==> src/rtl/seq_alu.sv <==
// seq_alu: multi-cycle signed ALU placed between the A/B operand registers
// and the HI/LO result pair. Single-cycle ops complete at the start edge.
// Multiply is an iterative shift-add engine and divide is a restoring engine.
// Both run one bit per clock and are controlled by a start/busy/done handshake.
// Optional build macro: ALU_FLAGS_EN adds the registered flags[3:0] = {N,Z,Cy,V}.
module seq_alu #(
    parameter  int WIDTH = 32,
    localparam int SHW   = $clog2(WIDTH)
) (
    input  logic               clk,
    input  logic               clr,
    input  logic               start,
    input  logic [4:0]         opcode,
    input  logic [WIDTH-1:0]   A,
    input  logic [WIDTH-1:0]   B,
    output logic [2*WIDTH-1:0] C,
    output logic               busy,
    output logic               done,
    output logic               dz
`ifdef ALU_FLAGS_EN
    ,
    output logic [3:0]         flags
`endif
);

    localparam logic [4:0] OP_ADD  = 5'h01;
    localparam logic [4:0] OP_SUB  = 5'h02;
    localparam logic [4:0] OP_MUL  = 5'h03;
    localparam logic [4:0] OP_DIV  = 5'h04;
    localparam logic [4:0] OP_SHR  = 5'h05;
    localparam logic [4:0] OP_SHL  = 5'h06;
    localparam logic [4:0] OP_SHRA = 5'h07;
    localparam logic [4:0] OP_ROR  = 5'h08;
    localparam logic [4:0] OP_ROL  = 5'h09;
    localparam logic [4:0] OP_AND  = 5'h0A;
    localparam logic [4:0] OP_OR   = 5'h0B;
    localparam logic [4:0] OP_NEG  = 5'h0C;
    localparam logic [4:0] OP_XOR  = 5'h0D;
    localparam logic [4:0] OP_NOR  = 5'h0E;
    localparam logic [4:0] OP_NOT  = 5'h0F;

    localparam logic [WIDTH-1:0]   ZERO_W   = {WIDTH{1'b0}};
    localparam logic [WIDTH-1:0]   ONES_W   = {WIDTH{1'b1}};
    localparam logic [2*WIDTH-1:0] ZERO_2W  = {(2*WIDTH){1'b0}};
    localparam logic [SHW-1:0]     CNT_ZERO = {SHW{1'b0}};
    localparam logic [SHW-1:0]     CNT_ONE  = {{(SHW-1){1'b0}}, 1'b1};
    localparam logic [SHW-1:0]     CNT_LAST = {SHW{1'b1}};

    typedef enum logic [1:0] {
        ST_IDLE = 2'd0,
        ST_MUL  = 2'd1,
        ST_DIV  = 2'd2,
        ST_FIX  = 2'd3
    } state_t;

    // Two's complement helpers for single and double width values
    function automatic logic [WIDTH-1:0] neg_w(input logic [WIDTH-1:0] x);
        return ~x + {{(WIDTH-1){1'b0}}, 1'b1};
    endfunction

    function automatic logic [2*WIDTH-1:0] neg_2w(input logic [2*WIDTH-1:0] x);
        return ~x + {{(2*WIDTH-1){1'b0}}, 1'b1};
    endfunction

    // The magnitude of the most negative value is 2^(WIDTH-1), which still fits unsigned
    function automatic logic [WIDTH-1:0] abs_w(input logic [WIDTH-1:0] x);
        return x[WIDTH-1] ? neg_w(x) : x;
    endfunction

    state_t             state_r;
    state_t             state_next_s;
    logic [SHW-1:0]     cnt_r;
    logic [WIDTH-1:0]   hi_r;       // partial product / partial remainder
    logic [WIDTH-1:0]   lo_r;       // multiplier / dividend-then-quotient
    logic [WIDTH-1:0]   mag_r;      // multiplicand / divisor magnitude
    logic               sign_a_r;
    logic               sign_b_r;
    logic               is_div_r;
    logic [2*WIDTH-1:0] c_r;
    logic               busy_r;
    logic               done_r;
    logic               dz_r;

    logic [SHW-1:0]     sh_s;
    logic [2*WIDTH-1:0] rot_r_s;
    logic [2*WIDTH-1:0] rot_l_s;
    logic [2*WIDTH-1:0] sc_res_s;
    logic               sc_dz_s;
    logic               sc_load_s;
    logic [WIDTH:0]     mul_sum_s;
    logic [WIDTH:0]     div_shift_s;
    logic [WIDTH:0]     div_trial_s;
    logic [2*WIDTH-1:0] prod_s;
    logic [2*WIDTH-1:0] mul_res_s;
    logic [WIDTH-1:0]   quo_s;
    logic [WIDTH-1:0]   rem_s;
    logic [2*WIDTH-1:0] fix_res_s;

    assign sh_s = B[SHW-1:0];

    // A single-cycle completion happens for any start in IDLE that does not launch an engine
    assign sc_load_s = (state_r == ST_IDLE) && start && (state_next_s == ST_IDLE);

    // Single-cycle result; HI is zero except for the divide-by-zero case
    always_comb begin
        sc_res_s = ZERO_2W;
        sc_dz_s  = 1'b0;
        rot_r_s  = {A, A} >> sh_s;
        rot_l_s  = {A, A} << sh_s;
        case (opcode)
            OP_ADD:  sc_res_s[WIDTH-1:0] = A + B;
            OP_SUB:  sc_res_s[WIDTH-1:0] = A - B;
            OP_SHR:  sc_res_s[WIDTH-1:0] = A >> sh_s;
            OP_SHL:  sc_res_s[WIDTH-1:0] = A << sh_s;
            OP_SHRA: sc_res_s[WIDTH-1:0] = $signed(A) >>> sh_s;
            OP_ROR:  sc_res_s[WIDTH-1:0] = rot_r_s[WIDTH-1:0];
            OP_ROL:  sc_res_s[WIDTH-1:0] = rot_l_s[2*WIDTH-1:WIDTH];
            OP_AND:  sc_res_s[WIDTH-1:0] = A & B;
            OP_OR:   sc_res_s[WIDTH-1:0] = A | B;
            OP_NEG:  sc_res_s[WIDTH-1:0] = neg_w(B);
            OP_XOR:  sc_res_s[WIDTH-1:0] = A ^ B;
            OP_NOR:  sc_res_s[WIDTH-1:0] = ~(A | B);
            OP_NOT:  sc_res_s[WIDTH-1:0] = ~B;
            OP_DIV: begin
                // only reached with B == 0: report the dividend and an all-ones quotient
                sc_res_s = {A, ONES_W};
                sc_dz_s  = 1'b1;
            end
            default: sc_res_s = ZERO_2W;
        endcase
    end

    // One iteration step of each engine, plus the sign fix-up of the final magnitudes
    always_comb begin
        mul_sum_s   = lo_r[0] ? ({1'b0, hi_r} + {1'b0, mag_r}) : {1'b0, hi_r};
        div_shift_s = {hi_r, lo_r[WIDTH-1]};
        div_trial_s = div_shift_s - {1'b0, mag_r};
        prod_s      = {hi_r, lo_r};
        mul_res_s   = (sign_a_r ^ sign_b_r) ? neg_2w(prod_s) : prod_s;
        quo_s       = (sign_a_r ^ sign_b_r) ? neg_w(lo_r) : lo_r;
        rem_s       = sign_a_r ? neg_w(hi_r) : hi_r;
        fix_res_s   = is_div_r ? {rem_s, quo_s} : mul_res_s;
    end

    // Next-state logic: engines run WIDTH steps, then spend one cycle in FIX
    always_comb begin
        state_next_s = state_r;
        case (state_r)
            ST_IDLE: begin
                if (start && (opcode == OP_MUL)) begin
                    state_next_s = ST_MUL;
                end else if (start && (opcode == OP_DIV) && (B != ZERO_W)) begin
                    state_next_s = ST_DIV;
                end else begin
                    state_next_s = ST_IDLE;
                end
            end
            ST_MUL: begin
                if (cnt_r == CNT_LAST) begin
                    state_next_s = ST_FIX;
                end else begin
                    state_next_s = ST_MUL;
                end
            end
            ST_DIV: begin
                if (cnt_r == CNT_LAST) begin
                    state_next_s = ST_FIX;
                end else begin
                    state_next_s = ST_DIV;
                end
            end
            ST_FIX:  state_next_s = ST_IDLE;
            default: state_next_s = ST_IDLE;
        endcase
    end

    // State register with synchronous active-low clear
    always_ff @(posedge clk) begin
        if (!clr) begin
            state_r <= ST_IDLE;
        end else begin
            state_r <= state_next_s;
        end
    end

    // Datapath: operand capture, engine iteration and result/handshake registers
    always_ff @(posedge clk) begin
        if (!clr) begin
            cnt_r    <= CNT_ZERO;
            hi_r     <= ZERO_W;
            lo_r     <= ZERO_W;
            mag_r    <= ZERO_W;
            sign_a_r <= 1'b0;
            sign_b_r <= 1'b0;
            is_div_r <= 1'b0;
            c_r      <= ZERO_2W;
            busy_r   <= 1'b0;
            done_r   <= 1'b0;
            dz_r     <= 1'b0;
        end else begin
            done_r <= 1'b0;
            case (state_r)
                ST_IDLE: begin
                    if (state_next_s == ST_MUL) begin
                        mag_r    <= abs_w(A);
                        lo_r     <= abs_w(B);
                        hi_r     <= ZERO_W;
                        sign_a_r <= A[WIDTH-1];
                        sign_b_r <= B[WIDTH-1];
                        is_div_r <= 1'b0;
                        cnt_r    <= CNT_ZERO;
                        busy_r   <= 1'b1;
                    end else if (state_next_s == ST_DIV) begin
                        mag_r    <= abs_w(B);
                        lo_r     <= abs_w(A);
                        hi_r     <= ZERO_W;
                        sign_a_r <= A[WIDTH-1];
                        sign_b_r <= B[WIDTH-1];
                        is_div_r <= 1'b1;
                        cnt_r    <= CNT_ZERO;
                        busy_r   <= 1'b1;
                    end else if (sc_load_s) begin
                        c_r    <= sc_res_s;
                        dz_r   <= sc_dz_s;
                        done_r <= 1'b1;
                    end
                end
                ST_MUL: begin
                    hi_r  <= mul_sum_s[WIDTH:1];
                    lo_r  <= {mul_sum_s[0], lo_r[WIDTH-1:1]};
                    cnt_r <= cnt_r + CNT_ONE;
                    if (cnt_r == CNT_LAST) begin
                        busy_r <= 1'b0;
                    end
                end
                ST_DIV: begin
                    if (!div_trial_s[WIDTH]) begin
                        hi_r <= div_trial_s[WIDTH-1:0];
                        lo_r <= {lo_r[WIDTH-2:0], 1'b1};
                    end else begin
                        hi_r <= div_shift_s[WIDTH-1:0];
                        lo_r <= {lo_r[WIDTH-2:0], 1'b0};
                    end
                    cnt_r <= cnt_r + CNT_ONE;
                    if (cnt_r == CNT_LAST) begin
                        busy_r <= 1'b0;
                    end
                end
                ST_FIX: begin
                    c_r    <= fix_res_s;
                    dz_r   <= 1'b0;
                    done_r <= 1'b1;
                end
                default: begin
                    busy_r <= 1'b0;
                end
            endcase
        end
    end

    assign C    = c_r;
    assign busy = busy_r;
    assign done = done_r;
    assign dz   = dz_r;

`ifdef ALU_FLAGS_EN
    logic [WIDTH:0] add_ext_s;
    logic [WIDTH:0] sub_ext_s;
    logic [3:0]     sc_flags_s;
    logic [3:0]     fix_flags_s;
    logic [3:0]     flags_r;

    // Flags for single-cycle and engine results; carry/overflow only for add/sub
    always_comb begin
        add_ext_s   = {1'b0, A} + {1'b0, B};
        sub_ext_s   = {1'b0, A} - {1'b0, B};
        sc_flags_s  = {sc_res_s[WIDTH-1], (sc_res_s == ZERO_2W), 2'b00};
        fix_flags_s = {fix_res_s[2*WIDTH-1], (fix_res_s == ZERO_2W), 2'b00};
        case (opcode)
            OP_ADD: begin
                sc_flags_s[1] = add_ext_s[WIDTH];
                sc_flags_s[0] = (A[WIDTH-1] == B[WIDTH-1]) && (add_ext_s[WIDTH-1] != A[WIDTH-1]);
            end
            OP_SUB: begin
                sc_flags_s[1] = ~sub_ext_s[WIDTH];
                sc_flags_s[0] = (A[WIDTH-1] != B[WIDTH-1]) && (sub_ext_s[WIDTH-1] != A[WIDTH-1]);
            end
            OP_DIV:  sc_flags_s[3] = sc_res_s[2*WIDTH-1];
            default: sc_flags_s[0] = 1'b0;
        endcase
    end

    // Flags register, updated at the same edges as C
    always_ff @(posedge clk) begin
        if (!clr) begin
            flags_r <= 4'b0000;
        end else if (sc_load_s) begin
            flags_r <= sc_flags_s;
        end else if (state_r == ST_FIX) begin
            flags_r <= fix_flags_s;
        end
    end

    assign flags = flags_r;
`endif

endmodule

==> config.mk <==
export PLATFORM = sky130hd
export DESIGN_NAME = seq_alu
export DESIGN_NICKNAME = d
export VERILOG_FILES = /design/src/rtl/seq_alu.sv
export SDC_FILE = /design/constraint.sdc
export NUM_CORES = 1
export LEC_CHECK = 0
export CAP_MARGIN = 10
export CORE_ASPECT_RATIO = 1.75
export CORE_MARGIN = 1
export CORE_UTILIZATION = 53
export DETAILED_ROUTE_END_ITERATION = 6
export HOLD_SLACK_MARGIN = 0.08
export PLACE_DENSITY_LB_ADDON = 0.1
export SLEW_MARGIN = 10
export SYNTH_ARGS = -nofsm -noshare
export SYNTH_HDL_FRONTEND = slang
export SYNTH_SLANG_ARGS = --single-unit
export TNS_END_PERCENT = 30
==> constraint.sdc <==
create_clock -name clk -period 9.1 [get_ports clk]
set_clock_uncertainty 0.2 [all_clocks]
set_input_delay 1.82 -clock clk [delete_from_list [all_inputs] [get_ports clk]]
set_output_delay 1.82 -clock clk [all_outputs]
set_load 0.01 [all_outputs]
==> results of run 1 <==
[kinds of logic after synthesis]
group,count (synthesis),synth area share
compound gates,1154,0.307
simple gates,1120,0.207
buf+inv,442,0.0692
xor+xnor,243,0.0871
fa+ha+maj,178,0.0918
flops,173,0.141
mux,153,0.0962
[stage by stage]
stage / utilization / worst slack (ns)
after CTS: 0.596 / 1.68
after floorplan: - / 1.65
after global placement: 0.581 / 1.29
after detailed placement: 0.581 / 1.24
[per-layer routing]
metal,overflow,track usage
met2,8,0.854
met1,0,0.614
met4,4,0.636
met3,0,0.308
met5,0,0.0190
==> report_table.html, run 1 <==
<table>
<tr><th>Metric</th><th>Value</th></tr>
<tr><th colspan="2">Yosys</th></tr>
<tr><td>Cell area after technology mapping</td><td>0.0245 mm2</td></tr>
<tr><td>Synth unique cells</td><td>between 80 and 90</td></tr>
<tr><td>Post-synth top flop</td><td>dfxtp_1</td></tr>
<tr><td>Sequential fraction of the synthesis area</td><td>0.141</td></tr>
<tr><td>EDFF count, synth</td><td>0</td></tr>
<tr><td>Mean cell area of the mapped netlist</td><td>7.08 um2</td></tr>
<tr><td>Net Count, Synth</td><td>3713</td></tr>
<tr><td>Cells after Synth</td><td>3463</td></tr>
<tr><td>Post-synthesis async set-or-reset flop share</td><td>0</td></tr>
<tr><td>Register bit total from synthesis</td><td>173</td></tr>
<tr><td>Largest cells by area after synthesis</td><td>dfxtp_1, ha_1, a21oi_1</td></tr>
<tr><td>Post-synth top area share</td><td>0.141</td></tr>
<tr><td>Cell types with the highest counts after synthesis</td><td>nor2_1, a21oi_1, nand2_1, clkbuf_1, o21ai_0</td></tr>
<tr><td>Most frequent cell after synthesis</td><td>nor2_1</td></tr>
<tr><td>Cell taking the most area after synthesis</td><td>dfxtp_1</td></tr>
<tr><td>Warnings from Yosys</td><td>0</td></tr>
<tr><th colspan="2">Global route</th></tr>
<tr><td>Total overflow reported by the global router</td><td>12</td></tr>
<tr><td>Via count of the first global-routing pass</td><td>30633</td></tr>
<tr><td>Maximum number of pins on one net before global-route repair</td><td>80</td></tr>
<tr><td>Global-route wire length before repair</td><td>209 mm</td></tr>
<tr><td>Overall track demand over capacity in global routing</td><td>0.605</td></tr>
<tr><th colspan="2">Clock tree</th></tr>
<tr><td>Buffer count from post-CTS setup fixing</td><td>0</td></tr>
<tr><td>Number of levels in the clock H-tree</td><td>4</td></tr>
<tr><td>Number of buffers on the longest clock path</td><td>2</td></tr>
<tr><td>Number of CTS-inserted buffers</td><td>17</td></tr>
<tr><td>Number of sinks handled by clock tree synthesis</td><td>about 170</td></tr>
<tr><td>CTS Root Cell</td><td>clkbuf_16</td></tr>
<tr><td>Hold buffers post-CTS</td><td>0</td></tr>
<tr><td>Post-cts sizing count</td><td>0</td></tr>
<tr><th colspan="2">Outcome</th></tr>
<tr><td>Tool error</td><td>[ERROR GRT-0116] Global routing finished with congestion. Check the congestion regions in the DRC Viewer.</td></tr>
<tr><td>Exit stage</td><td>global routing (5_1_grt)</td></tr>
<tr><td>Result of the run</td><td>stopped before the end</td></tr>
<tr><th colspan="2">Place</th></tr>
<tr><td>Sum of net half-perimeters after detailed placement</td><td>101 mm</td></tr>
<tr><td>Port Buffers</td><td>about 140</td></tr>
<tr><td>Area of placed instances</td><td>around 0.026 mm2</td></tr>
<tr><td>Post-placement cell count</td><td>3995</td></tr>
<tr><td>RePlAce Congestion</td><td>1.26</td></tr>
<tr><th colspan="2">Floorplanning</th></tr>
<tr><td>Initial Util</td><td>0.540</td></tr>
<tr><td>Die boundary width</td><td>165 um</td></tr>
<tr><td>Vertical die dimension</td><td>286 um</td></tr>
<tr><td>Core Rows</td><td>103</td></tr>
<tr><td>I/O pin count</td><td>139</td></tr>
</table>
==> run 2: changes to the inputs <==
- CORE_ASPECT_RATIO: 1.75 -> unset
- CORE_UTILIZATION: 53 -> 38
- HOLD_SLACK_MARGIN: 0.08 -> unset
- PLACE_DENSITY_LB_ADDON: 0.1 -> 0.15
==> run 2 against run 1 <==
Net effect: the flow now finishes, with violations (DRC, capacitance limit); synthesized cell count unchanged; synthesized area unchanged.
==> report_table.html, run 2 <==
<table>
<tr><th>Metric</th><th>Value</th></tr>
<tr><th colspan="2">Global route</th></tr>
<tr><td>Overall track demand over capacity in global routing</td><td>0.374</td></tr>
<tr><td>Maximum number of pins on one net before global-route repair</td><td>84</td></tr>
<tr><td>Via count of the first global-routing pass</td><td>roughly 26000</td></tr>
<tr><td>Total overflow reported by the global router</td><td>0</td></tr>
<tr><td>Global-route wire length before repair</td><td>between 150 and 200 mm</td></tr>
<tr><td>Antenna violations before repair</td><td>6</td></tr>
<tr><th colspan="2">Clock tree</th></tr>
<tr><td>Post-cts sizing count</td><td>0</td></tr>
<tr><td>Clock tree from TritonCTS</td><td>done</td></tr>
<tr><td>Buffer count from post-CTS setup fixing</td><td>0</td></tr>
<tr><td>Number of buffers on the longest clock path</td><td>2</td></tr>
<tr><td>Reg clk slew, reported paths</td><td>about 0.07 ns</td></tr>
<tr><td>Source-to-sink clock delay at the later pin of the worst-skew pair</td><td>0.50 ns</td></tr>
<tr><td>CTS Root Cell</td><td>clkbuf_16</td></tr>
<tr><td>Number of CTS-inserted buffers</td><td>17</td></tr>
<tr><td>Number of sinks handled by clock tree synthesis</td><td>between 150 and 200</td></tr>
<tr><td>Number of levels in the clock H-tree</td><td>4</td></tr>
<tr><td>Hold buffers post-CTS</td><td>0</td></tr>
<tr><th colspan="2">Route</th></tr>
<tr><td>DRC violations left</td><td>1</td></tr>
<tr><td>Detailed-routing iteration count for the pre-antenna-repair pass</td><td>7</td></tr>
<tr><td>Overall via count from detail_route</td><td>28143</td></tr>
<tr><td>Final WL</td><td>between 100 and 150 mm</td></tr>
<tr><td>Count of antenna-violating nets left after detailed routing</td><td>0</td></tr>
<tr><td>Average detailed-routed wire length per instance</td><td>approximately 29 um</td></tr>
<tr><td>Vias per std cell</td><td>roughly 6.6</td></tr>
<tr><td>Starting DRT DRC Count</td><td>3856</td></tr>
<tr><th colspan="2">Yosys</th></tr>
<tr><td>Post-synth top area share</td><td>0.141</td></tr>
<tr><td>Mean cell area of the mapped netlist</td><td>approximately 7.1 um2</td></tr>
<tr><td>Cell area after technology mapping</td><td>0.0245 mm2</td></tr>
<tr><td>Post-synth top flop</td><td>dfxtp_1</td></tr>
<tr><td>Cell types with the highest counts after synthesis</td><td>nor2_1, a21oi_1, nand2_1, clkbuf_1, o21ai_0</td></tr>
<tr><td>Synth unique cells</td><td>87</td></tr>
<tr><td>Warnings from Yosys</td><td>0</td></tr>
<tr><td>Cell taking the most area after synthesis</td><td>dfxtp_1</td></tr>
<tr><td>Combinational family with the most area after synthesis</td><td>compound AO/OA/AOI/OAI gates</td></tr>
<tr><td>Net Count, Synth</td><td>3713</td></tr>
<tr><td>Sequential fraction of the synthesis area</td><td>0.141</td></tr>
<tr><td>Post-synthesis async set-or-reset flop share</td><td>0</td></tr>
<tr><td>Adder-cell area share of the yosys netlist</td><td>0.0918</td></tr>
<tr><td>EDFF count, synth</td><td>0</td></tr>
<tr><td>Post-synthesis xor/xnor area fraction</td><td>0.0871</td></tr>
<tr><td>Register bit total from synthesis</td><td>173</td></tr>
<tr><td>Largest cells by area after synthesis</td><td>dfxtp_1, ha_1, a21oi_1</td></tr>
<tr><td>Most frequent cell after synthesis</td><td>nor2_1</td></tr>
<tr><td>Simple-gate area share of the yosys netlist</td><td>0.207</td></tr>
<tr><td>Cells after Synth</td><td>around 3500</td></tr>
<tr><td>Share of the synthesized area in compound gates (AO/OA/AOI/OAI)</td><td>0.307</td></tr>
<tr><td>Mux share of post-synthesis cell area</td><td>0.0962</td></tr>
<tr><th colspan="2">Layout</th></tr>
<tr><td>Most common cell after layout, fill and taps aside</td><td>nor2_1</td></tr>
<tr><td>Share of post-route cells with drive strength above 1</td><td>0.0795</td></tr>
<tr><td>Most frequent cells in the layout</td><td>nor2_1, a21oi_1, nand2_1, o21ai_0, xnor2_1</td></tr>
<tr><td>Growth of design area from synthesis to finish</td><td>11.3%</td></tr>
<tr><td>Flip-flop count of the largest register after layout</td><td>64</td></tr>
<tr><td>Net count, final</td><td>3683</td></tr>
<tr><td>Number of inserted filler cells in the final layout</td><td>~6700</td></tr>
<tr><th colspan="2">Pwr</th></tr>
<tr><td>Worst IR Drop VDD</td><td>0.145 mV</td></tr>
<tr><td>Leakage power summed over all cells</td><td>about 0.010 uW</td></tr>
<tr><td>Power density over cell area</td><td>102 mW/mm2</td></tr>
<tr><th colspan="2">Timing</th></tr>
<tr><td>Final-layout setup total negative slack</td><td>0 ns</td></tr>
<tr><td>Unrepaired setup endpoints after global routing</td><td>false</td></tr>
<tr><td>Final hold slack</td><td>0.263 ns</td></tr>
<tr><td>Number of max-slew violations in the final report</td><td>0</td></tr>
<tr><td>Worst slew slack as a fraction of its limit</td><td>0.0132</td></tr>
<tr><td>Peak Freq</td><td>between 100 and 150 MHz</td></tr>
<tr><td>Minimum period implied by the final worst setup slack</td><td>just under 8 ns</td></tr>
<tr><td>Final Hold Fails</td><td>0</td></tr>
<tr><td>Worst Tran Pin Value</td><td>1.46 ns</td></tr>
<tr><td>Final setup fails</td><td>0</td></tr>
<tr><td>Period utilisation layout</td><td>0.845</td></tr>
<tr><th colspan="2">Worst setup path</th></tr>
<tr><td>Critical Path Fanout Max</td><td>7</td></tr>
<tr><td>CP delay by family, top</td><td>simple AND/OR/NAND/NOR gates</td></tr>
<tr><td>Category of the worst setup path capture point</td><td>flop</td></tr>
<tr><td>Most frequent cell on the critical path</td><td>nor2_1</td></tr>
<tr><td>Crit path arrival time</td><td>a little under 8 ns</td></tr>
<tr><td>Worst R2R Path Depth</td><td>15</td></tr>
<tr><td>Number of buffer and inverter instances along the worst setup path</td><td>3</td></tr>
<tr><td>R2r startpoint</td><td>lo_r[31]</td></tr>
<tr><td>Crit path cell chain</td><td>buf_4, inv_1, ha_1, or3b_4, or4_1, or4_1, or3_1, a41oi_1, inv_1, ha_1, nor2_1, nand4_1, o21a_2, nor2_1, nand3_1, a311oi_1, o221ai_1, or3_1, a311oi_1, nor2_1</td></tr>
<tr><td>Register-to-register setup slack</td><td>4.01 ns</td></tr>
<tr><td>R2R Path End</td><td>hi_r[31]</td></tr>
<tr><td>Req. time, crit path</td><td>9.29 ns</td></tr>
<tr><td>Critical path start-end classification</td><td>input port to flop</td></tr>
<tr><td>Setup crit start kind</td><td>input port</td></tr>
<tr><td>Critical Path Slowest Stage Cell</td><td>or4_1</td></tr>
<tr><td>Largest incremental delay on the critical path</td><td>0.79 ns</td></tr>
<tr><th colspan="2">Worst hold path</th></tr>
<tr><td>Hold Crit Start</td><td>cnt_r[4]</td></tr>
<tr><td>Hold depth</td><td>2</td></tr>
<tr><td>Min-Delay Path Class</td><td>flop to flop</td></tr>
<tr><td>Sink of the worst hold path</td><td>cnt_r[4]</td></tr>
<tr><th colspan="2">Floorplanning</th></tr>
<tr><td>Die boundary width</td><td>between 200 and 300 um</td></tr>
<tr><td>Initial Util</td><td>0.386</td></tr>
<tr><td>Vertical die dimension</td><td>256 um</td></tr>
<tr><td>Core Rows</td><td>92</td></tr>
<tr><td>Area of the core region</td><td>0.0634 mm2</td></tr>
<tr><td>I/O pin count</td><td>about 140</td></tr>
<tr><td>Area enclosed by the die boundary</td><td>0.0655 mm2</td></tr>
<tr><th colspan="2">Job</th></tr>
<tr><td>Number of maximum-capacitance constraint violations</td><td>1</td></tr>
<tr><th colspan="2">Outcome</th></tr>
<tr><td>Violated checks</td><td>DRC, capacitance limit</td></tr>
<tr><td>Result of the run</td><td>finished with violations</td></tr>
<tr><th colspan="2">Place</th></tr>
<tr><td>Port Buffers</td><td>approximately 140</td></tr>
<tr><td>Sum of net half-perimeters after detailed placement</td><td>96.0 mm</td></tr>
<tr><td>RePlAce Congestion</td><td>1.04</td></tr>
</table>
-- run 2: worst max-delay path by stage --
stage	startpoint	end	slack, ns	cells past startpoint
final	B[0]	C[23]	1.41	20
after floorplan	B[0]	C[23]	1.65	26
after CTS	B[0]	C[17]	1.68	19
after global placement	B[0]	C[23]	1.18	20
after global routing	B[0]	C[23]	1.29	20
after detailed placement	B[0]	C[17]	1.14	19
-- run 2: kinds of logic (layout without fill, tap and decap cells) --
logic type	Yosys count	count (layout)
xor+xnor	243	243
buf+inv	442	424
fa+ha+maj	178	178
flops	173	173
mux	153	153
compound gates	1154	1154
simple gates	1120	1120
other cells	0	5
-- run 2: layout make-up --
class	count	area, um2	area share
timing repair buffer	247	2170	0.0794
clock buffer	22	454	0.0166
tap	846	1060	0.0388
clock inverter	9	138	0.00504
inverter	146	549	0.0201
antenna	5	12.5	0.000459
sequential	173	3460	0.127
multi-input combinational	2848	19400	0.713
-- run 2: metal layers --
metal  wire (um)  up-vias  global-route usage
met5           0        -                   0
met4        9400        0               0.248
met2       53900     1634               0.561
li1            -    12699                   -
met3       11600      369              0.0664
met1       51500    13441               0.489
-- run 2: report_power, final --
| part | switching (uW) | internal (uW) |
|---|---|---|
| Sequential | 25.0 | 777 |
| Combinational | 779 | 404 |
| Clock | 352 | 438 |
| Total | 1160 | 1620 |
-- run 2: metrics by stage --
step                      instance area (um2)  power (uW)  std cells  setup slack [ns]  utilization
final                                   27300        2770       4296              1.41        0.430
after global routing                    27300        2870       4293              1.29        0.430
after CTS                               27300        2750       4290              1.68        0.430
after detailed placement                26700        1950       4259              1.14        0.421
after global placement                  26700        1960       4258              1.18        0.420
after floorplan                         24500        1520       3463              1.65            -
-- run 2: tightest hold or removal path, stage by stage, from the launching register on --
cell	delay (ns)
dfxtp_1	0.32
nand2_1	0.05
a21oi_1	0.05
Note: power is estimated with default switching activity, not from simulation.
